**src/rtl/oled_pkg.sv**
```systemverilog
// Shared types and defaults for the OLED init sequencer.
// Optional GDDRAM clear phase is built when OLED_SEQ_CLEAR_EN is defined.
package oled_pkg;

  typedef enum logic [2:0] {
    ST_PWRUP,
    ST_CMD_ISSUE,
    ST_CMD_WAIT,
    ST_CLR_ISSUE,
    ST_CLR_WAIT,
    ST_READY,
    ST_USR_ISSUE,
    ST_USR_WAIT
  } oled_state_e;

  localparam logic OLED_CMD  = 1'b0;
  localparam logic OLED_DATA = 1'b1;

  localparam int DEF_INIT_LEN     = 31;
  localparam int DEF_CLR_BYTES    = 1024;
  localparam int DEF_PWRUP_CYCLES = 12000;

endpackage

```
**src/rtl/oled_init_rom.sv**
```systemverilog
// SSD1306 init command table, combinational idx -> command byte.
// Out-of-range indices return the controller NOP (E3).
module oled_init_rom
  import oled_pkg::*;
#(
  parameter int IDX_W = 5
) (
  input  logic [IDX_W-1:0] idx,
  output logic [7:0]       cmd
);

  always_comb begin
    cmd = 8'hE3;
    case (int'(idx))
      0:  cmd = 8'hAE;
      1:  cmd = 8'hD5;
      2:  cmd = 8'h80;
      3:  cmd = 8'hA8;
      4:  cmd = 8'h3F;
      5:  cmd = 8'hD3;
      6:  cmd = 8'h00;
      7:  cmd = 8'h40;
      8:  cmd = 8'h8D;
      9:  cmd = 8'h14;
      10: cmd = 8'h20;
      11: cmd = 8'h00;
      12: cmd = 8'hA1;
      13: cmd = 8'hC8;
      14: cmd = 8'hDA;
      15: cmd = 8'h12;
      16: cmd = 8'h81;
      17: cmd = 8'hCF;
      18: cmd = 8'hD9;
      19: cmd = 8'hF1;
      20: cmd = 8'hDB;
      21: cmd = 8'h40;
      22: cmd = 8'hA4;
      23: cmd = 8'hA6;
      24: cmd = 8'h21;
      25: cmd = 8'h00;
      26: cmd = 8'h7F;
      27: cmd = 8'h22;
      28: cmd = 8'h00;
      29: cmd = 8'h07;
      30: cmd = 8'hAF;
      default: cmd = 8'hE3;
    endcase
  end

endmodule

```
**src/rtl/oled_init_sequencer.sv**
```systemverilog
// Power-up wait, init command replay, optional clear, then user byte pass-through.
// Define OLED_SEQ_CLEAR_EN to build the GDDRAM clear phase.
module oled_init_sequencer
  import oled_pkg::*;
#(
  parameter int PWRUP_CYCLES = DEF_PWRUP_CYCLES,
  parameter int INIT_LEN     = DEF_INIT_LEN
`ifdef OLED_SEQ_CLEAR_EN
  ,
  parameter int CLR_BYTES    = DEF_CLR_BYTES
`endif
) (
  input  logic       clk,
  input  logic       rst_n,
  output logic       i2c_start,
  output logic       i2c_dcn,
  output logic [7:0] i2c_data,
  input  logic       i2c_busy,
  input  logic       usr_valid,
  input  logic       usr_dcn,
  input  logic [7:0] usr_data,
  output logic       usr_ready,
  output logic       init_done
);

  localparam int PW_W  = (PWRUP_CYCLES > 1) ? $clog2(PWRUP_CYCLES) : 1;
  localparam int IDX_W = (INIT_LEN > 1) ? $clog2(INIT_LEN) : 1;

  oled_state_e      state_q, state_d;
  logic [PW_W-1:0]  pwr_q, pwr_d;
  logic [IDX_W-1:0] idx_q, idx_d;
  logic [8:0]       usr_q, usr_d;
  logic [7:0]       rom_cmd;

`ifdef OLED_SEQ_CLEAR_EN
  localparam int CLR_W = (CLR_BYTES > 1) ? $clog2(CLR_BYTES) : 1;
  logic [CLR_W-1:0] clr_q, clr_d;
`endif

  oled_init_rom #(
    .IDX_W (IDX_W)
  ) u_rom (
    .idx (idx_q),
    .cmd (rom_cmd)
  );

  always_ff @(posedge clk or negedge rst_n) begin
    if (!rst_n) begin
      state_q <= ST_PWRUP;
      pwr_q   <= '0;
      idx_q   <= '0;
      usr_q   <= '0;
`ifdef OLED_SEQ_CLEAR_EN
      clr_q   <= '0;
`endif
    end else begin
      state_q <= state_d;
      pwr_q   <= pwr_d;
      idx_q   <= idx_d;
      usr_q   <= usr_d;
`ifdef OLED_SEQ_CLEAR_EN
      clr_q   <= clr_d;
`endif
    end
  end

  always_comb begin
    state_d   = state_q;
    pwr_d     = pwr_q;
    idx_d     = idx_q;
    usr_d     = usr_q;
`ifdef OLED_SEQ_CLEAR_EN
    clr_d     = clr_q;
`endif
    i2c_start = 1'b0;
    i2c_dcn   = OLED_CMD;
    i2c_data  = 8'h00;
    usr_ready = 1'b0;
    init_done = 1'b0;
    unique case (state_q)
      // the engine is not reset, so a transfer may still be in flight
      ST_PWRUP: begin
        if (pwr_q == PW_W'(PWRUP_CYCLES - 1)) begin
          if (!i2c_busy) begin
            state_d = ST_CMD_ISSUE;
            idx_d   = '0;
          end
        end else begin
          pwr_d = pwr_q + 1'b1;
        end
      end
      ST_CMD_ISSUE: begin
        i2c_start = 1'b1;
        i2c_data  = rom_cmd;
        if (i2c_busy) state_d = ST_CMD_WAIT;
      end
      ST_CMD_WAIT: begin
        i2c_data = rom_cmd;
        if (!i2c_busy) begin
          if (idx_q == IDX_W'(INIT_LEN - 1)) begin
`ifdef OLED_SEQ_CLEAR_EN
            state_d = ST_CLR_ISSUE;
            clr_d   = '0;
`else
            state_d = ST_READY;
`endif
          end else begin
            idx_d   = idx_q + 1'b1;
            state_d = ST_CMD_ISSUE;
          end
        end
      end
`ifdef OLED_SEQ_CLEAR_EN
      ST_CLR_ISSUE: begin
        i2c_start = 1'b1;
        i2c_dcn   = OLED_DATA;
        if (i2c_busy) state_d = ST_CLR_WAIT;
      end
      ST_CLR_WAIT: begin
        i2c_dcn = OLED_DATA;
        if (!i2c_busy) begin
          if (clr_q == CLR_W'(CLR_BYTES - 1)) begin
            state_d = ST_READY;
          end else begin
            clr_d   = clr_q + 1'b1;
            state_d = ST_CLR_ISSUE;
          end
        end
      end
`endif
      ST_READY: begin
        usr_ready = 1'b1;
        init_done = 1'b1;
        if (usr_valid) begin
          usr_d   = {usr_dcn, usr_data};
          state_d = ST_USR_ISSUE;
        end
      end
      ST_USR_ISSUE: begin
        init_done = 1'b1;
        i2c_start = 1'b1;
        {i2c_dcn, i2c_data} = usr_q;
        if (i2c_busy) state_d = ST_USR_WAIT;
      end
      ST_USR_WAIT: begin
        init_done = 1'b1;
        {i2c_dcn, i2c_data} = usr_q;
        if (!i2c_busy) state_d = ST_READY;
      end
      default: state_d = ST_PWRUP;
    endcase
  end

endmodule

```
**config.mk**
```make
export PLATFORM = sky130hd
export DESIGN_NAME = oled_init_sequencer
export DESIGN_NICKNAME = d
export VERILOG_FILES = /design/src/rtl/oled_pkg.sv /design/src/rtl/oled_init_rom.sv /design/src/rtl/oled_init_sequencer.sv
export SDC_FILE = /design/constraint.sdc
export NUM_CORES = 1
export LEC_CHECK = 0
export CORE_MARGIN = 4
export CORE_UTILIZATION = 50
export CTS_CLUSTER_SIZE = 10
export DETAILED_ROUTE_END_ITERATION = 12
export GPL_TIMING_DRIVEN = 0
export HOLD_SLACK_MARGIN = 0.03
export PLACE_DENSITY = 0.81
export SKIP_CTS_REPAIR_TIMING = 1
export SYNTH_ARGS = -nofsm -noshare
export SYNTH_HDL_FRONTEND = slang
export SYNTH_SLANG_ARGS = --single-unit
```
**constraint.sdc**
```tcl
create_clock -name clk -period 2.8 [get_ports clk]
set_clock_uncertainty 0.1 [all_clocks]
set_input_delay 0.42 -clock clk [delete_from_list [all_inputs] [get_ports clk]]
set_output_delay 0.42 -clock clk [all_outputs]
set_load 0.01 [all_outputs]
```
After elaboration in Yosys (flattened, before gate mapping)
Memory sizes are Yosys's and may differ from the RTL's.
Cells that the tools add are included.
{"block": "classes", "add_sub_neg": 2, "n_eq_ne": 15, "n_mux": 19, "bitwise_logic": 1, "n_reduce_logical": 10}
{"op": "$mux W3", "count": 8}
{"op": "$mux W5", "count": 4}
{"op": "$pmux W3 S6", "count": 1}
{"op": "$ne A2 B2 Y1 const B", "count": 8}
{"op": "$pmux W8 S2", "count": 1}
{"op": "$add A14 B1 Y14 const B", "count": 1}
{"op": "$eq A14 B14 Y1 const B", "count": 1}
{"op": "$pmux W5 S2", "count": 1}
{"op": "$eq A3 B3 Y1 const B", "count": 3}
{"op": "$reduce_and A7 Y1", "count": 1}
{"op": "$reduce_or A2 Y1", "count": 3}
{"op": "$add A5 B1 Y5 const B", "count": 1}
{"op": "$eq A5 B5 Y1 const B", "count": 1}
{"op": "$reduce_and A5 Y1", "count": 1}
{"op": "$mux W1", "count": 4}
{"op": "$reduce_and A2 Y1", "count": 2}
{"op": "$eq A3 B1 Y1 const B", "count": 1}
{"op": "$eq A3 B2 Y1 const B", "count": 1}
{"op": "$logic_not A3 Y1", "count": 1}
{"op": "$reduce_or A3 Y1", "count": 1}
{"op": "$reduce_bool A2 Y1", "count": 1}
{"op": "$not A1 Y1", "count": 1}
{"block": "word_totals", "register_bits": 31, "rom_bits": 256, "in_bits": 13, "output_inout_bits": 12, "word_cells": 52, "memories": 1}
{"memory": "(name not given)", "words": 32, "width": 8, "rd": 1, "rd_ports_with_merged_regs": 0, "write_ports": 0, "line": "oled_init_rom.sv:14", "text": "case (int'(idx))"}

Depth between registers and ports, before layout
{"block": "logic_depth", "ltp_word": 4, "ltp_mapped": 7, "depth_no_buf": 6}

Cells and area by module
Synthesis repeated with hierarchy kept, for this count alone.
{"block": "hier_totals", "hier_cells": 258, "hier_area_um2": 2362.3}
{"mod": "oled_init_sequencer", "n_inst": 1, "cells_per_inst": 181, "area_per_inst_um2": 1806.7, "seq_area_each_um2": 775.7}
{"mod": "oled_init_rom", "n_inst": 1, "cells_per_inst": 77, "area_per_inst_um2": 555.5, "seq_area_each_um2": 0.0}

Worst setup path before layout
OpenSTA, ideal clock, no wires.
{"block": "synth_path", "path_type": "reg-to-output", "start": "reg idx_q[1]", "end": "out i2c_data[5]", "t_arrival_ns": 1.905, "t_required_ns": 2.280, "setup_slack_ns": 0.375, "stages_incl_launch_ff": 7, "n_path_buf": 1, "path_cell_list": "dfrtp_1 clkbuf_1 inv_1 ha_1 a21boi_0 mux4_2 a22o_1"}
{"block": "synth_between", "elab_chain_len": 2}
{"item": "start: declaration", "line": "oled_init_sequencer.sv:31", "text": "logic [IDX_W-1:0] idx_q, idx_d;"}
{"item": "start signal: assignment", "line": "oled_init_sequencer.sv:59", "text": "idx_q <= idx_d;"}
{"item": "$mem_v2 Z32 W8"}
{"item": "$pmux W8 S2", "line": "oled_init_sequencer.sv:80", "text": "unique case (state_q)"}
{"item": "end: declaration", "line": "oled_init_sequencer.sv:17", "text": "output logic [7:0] i2c_data,"}
Every way passes these cells.

Final worst setup path
{"block": "layout_path", "start": "reg idx_q[1]", "end": "out i2c_data[3]"}
Same word-level chain as after synthesis.

==> metrics <==
dominant cell by count in the synthesized netlist sky130_fd_sc_hd__dfrtp_1; Max Root-Sink Buffers 2; drt via density 5.85; fraction of layout cells with a size suffix above 1 19.0%; Overflow after GRT 0; All-Layer GR Usage 19.2%; height of the chip 73.7 um; initial core utilization 52.8%; mean post-synth cell area 9.73 sq um; final WL 4870 um; share of the yosys chip area belonging to registers 35.9%; area fraction in compound gates after synthesis 18.3%; post-synthesis mux area share 8.63%; Slew Limit Headroom 53.9%; launch point of the worst path idx_q[1]$_DFFE_PN0P_; cell at the root of the clock tree sky130_fd_sc_hd__clkbuf_8; met3 track demand over resource in global routing 4.65%; number of antenna violations at the first check in global routing 0; share of the synthesized area in the top cell type 35.9%; Highest Clock Rate 343 MHz; Cell variety after synth 55; post-synthesis async set-or-reset flop share 100%; count of antenna-violating nets left after detailed routing 0; worst-path maximum fanout 6; final estimated routing congestion in global placement 0.950; top-level I/O count 25; largest area contributor in the netlist sky130_fd_sc_hd__dfrtp_1; shortest period the worst path allows 2.92 ns; top cell types by occurrence after synthesis 31 x sky130_fd_sc_hd__dfrtp_1, 17 x sky130_fd_sc_hd__nor2_1, 14 x sky130_fd_sc_hd__nand2_1; count of flip-flops with a built-in enable after synthesis 0; Die Width 73.7 um; total power density per cell area 362 mW/mm^2; outcome finished, violations left; slack of the critical path -0.119 ns; maximum number of pins on one net before global-route repair 32; most crowded layer after global routing met2; worst reg2reg path startpoint pwr_q[0]$_DFFE_PN0P_; summed instance area of the synthesized netlist 0.00216 sq mm; Crit path arrival time 2.40 ns; clock edge transition at the registers on the reported setup and hold paths 0.06 ns; Inserted Clock Buffers 5; met2 track demand over resource in global routing 29.0%; Synthesized Nets 243; area share of xor/xnor cells in the synthesized design 6.08%; largest vdd supply drop 0.190 mV; Port Buffer Count 23; clock latency on the worst-skew pair 0.28 ns; final worst path period share 104%; Critical Path RT 2.28 ns; fraction of the mapped netlist area in simple logic gates 21.8%; Pleak 1.26 nW; total iterations of the first detailed-routing run 4; FF+latch count, synth 31; final-report hold violation count 0; critical path type reg2out; Antenna Cells 0; global routing usage on met1 26.4%; area post-placement 0.00245 sq mm; depth of the CTS H-tree 2; dominant combinational cell family by area after synthesis simple AND/OR/NAND/NOR gates; layout overhead on the synthesized area 23.8%; failing checks setup timing; wire length of the first global-routing pass 8140 um; share of synthesized cell area in full adder, half adder and majority cells 4.63%; average routed wire per standard cell 15.8 um; placeable core area 0.00409 sq mm; most instantiated flip-flop cell in the synthesis netlist sky130_fd_sc_hd__dfrtp_1; setup-violating endpoint count in the final report 1; setup repair after global routing missed its margin true; max-cap violation count 0; type of element capturing the critical path primary output; Cell Count, Final, Fillers Out 308; DIE AREA 0.00543 sq mm; drt initial violations 104; cell row count 23; drt drc 0; max-slew violations 0; actual transition at the worst max-transition pin 0.692 ns; number of instances in the synthesized netlist 222; type of the most critical hold path in2async; number of synthesis warnings 0; number of sinks driven by the clock tree 31; vias after detailed routing 1,803; nets@finish 278; detailed placer's ending HPWL 3500 um; sort of element at the start of the critical path flip-flop; vias in the first global route 1,712; clock tree from TritonCTS done; largest cells by area after synthesis sky130_fd_sc_hd__dfrtp_1 36%, sky130_fd_sc_hd__ha_1 4.6%, sky130_fd_sc_hd__xor2_1 3.2%, sky130_fd_sc_hd__mux2_1 3.1%, sky130_fd_sc_hd__nor2_1 3.0%; final instance area 0.00267 sq mm; placed cell count 295
critical path: stages (launching register included):
cell and delay (ns):
sky130_fd_sc_hd__dfrtp_1 0.41, sky130_fd_sc_hd__buf_6 0.14, sky130_fd_sc_hd__clkinvlp_4 0.13, sky130_fd_sc_hd__ha_4 0.32
sky130_fd_sc_hd__nand2_1 0.09, sky130_fd_sc_hd__o211a_1 0.14, sky130_fd_sc_hd__o21ai_1 0.16, sky130_fd_sc_hd__a32o_1 0.18
sky130_fd_sc_hd__clkdlybuf4s50_1 0.53
state kept, by name (all words and copies together), names as in the netlist:
signal	flops
pwr_q	14
usr_q	9
idx_q	5
state_q	3
report_power, final:
group / internal, mW / switching, mW / leakage [nW]
logic: 0.0288 / 0.0344 / 0.796
registers: 0.449 / 0.000298 / 0.403
clock network: 0.288 / 0.168 / 0.0612
total: 0.766 / 0.203 / 1.26
area by class of cell:
cell class	instances	area [sq um]
well taps	50	62.6
clock buffers	6	82.6
multi-input cells	168	1320
fillers	325	1410
inverters	8	37.5
plain buffers	14	75.1
flip-flops and latches	31	777
repair buffers	29	288
clock inverters	2	35.0
worst paths after layout:
path,endpoint,slack (ns),depth (start not counted)
worst max-delay path,i2c_data[3],-0.12,8
worst min-delay path,usr_q[3]$_DFFE_PN0P_,0.08,1
worst max register to register,pwr_q[1]$_DFFE_PN0P_,0.76,5
worst min register to register,pwr_q[13]$_DFFE_PN0P_,0.39,1
max in group asynchronous,idx_q[0]$_DFFE_PN0P_,2.04,1
min in group clk,pwr_q[13]$_DFFE_PN0P_,0.39,1
cell families after synthesis:
group | count (synthesis)
compound gates | 50
xor+xnor | 15
fa+ha+maj | 8
buf+inv | 23
flops | 31
mux | 16
simple gates | 79
layout by cell type, fill, tap and decap left out, types with 5 or more instances in the layout:
master | synthesis | layout
sky130_fd_sc_hd__a21oi_1 | 7 | 7
sky130_fd_sc_hd__and2_1 | 5 | 5
sky130_fd_sc_hd__and3_1 | 5 | 5
sky130_fd_sc_hd__buf_2 | 6 | 7
sky130_fd_sc_hd__buf_4 | 0 | 6
sky130_fd_sc_hd__clkbuf_1 | 8 | 6
sky130_fd_sc_hd__clkbuf_8 | 0 | 6
sky130_fd_sc_hd__clkdlybuf4s50_1 | 0 | 15
sky130_fd_sc_hd__dfrtp_1 | 31 | 30
sky130_fd_sc_hd__dlymetal6s2s_1 | 0 | 7
sky130_fd_sc_hd__inv_1 | 7 | 5
sky130_fd_sc_hd__mux2_1 | 6 | 6
sky130_fd_sc_hd__mux2_2 | 5 | 5
sky130_fd_sc_hd__nand2_1 | 14 | 14
sky130_fd_sc_hd__nand2b_1 | 7 | 7
sky130_fd_sc_hd__nand3_1 | 8 | 8
sky130_fd_sc_hd__nor2_1 | 17 | 17
sky130_fd_sc_hd__o211ai_1 | 7 | 7
sky130_fd_sc_hd__xnor2_1 | 7 | 7
sky130_fd_sc_hd__xor2_1 | 8 | 8
routing by layer:
metal / wire, um / share of wire (%)
met5: 0 / 0
met3: 287 / 5.9
met2: 2200 / 45
met4: 65 / 1.3
met1: 2320 / 48
metrics by stage:
stage               utilization [%]  worst slack (ns)  hold slack (ns)  TNS (ns)  total power, mW
detailed placement             59.9            -0.324            0.381     -1.48            0.520
floorplan                         -             0.375           0.0244         0            0.489
global placement               60.0            -0.317            0.364     -1.32            0.520
global route                   65.4            -0.202            0.119    -0.230             1.01
CTS                            62.8            -0.640           0.0931     -3.90            0.979
finish                         65.4            -0.119           0.0758    -0.119            0.969
No activity file was read; power rests on OpenSTA's default activity.
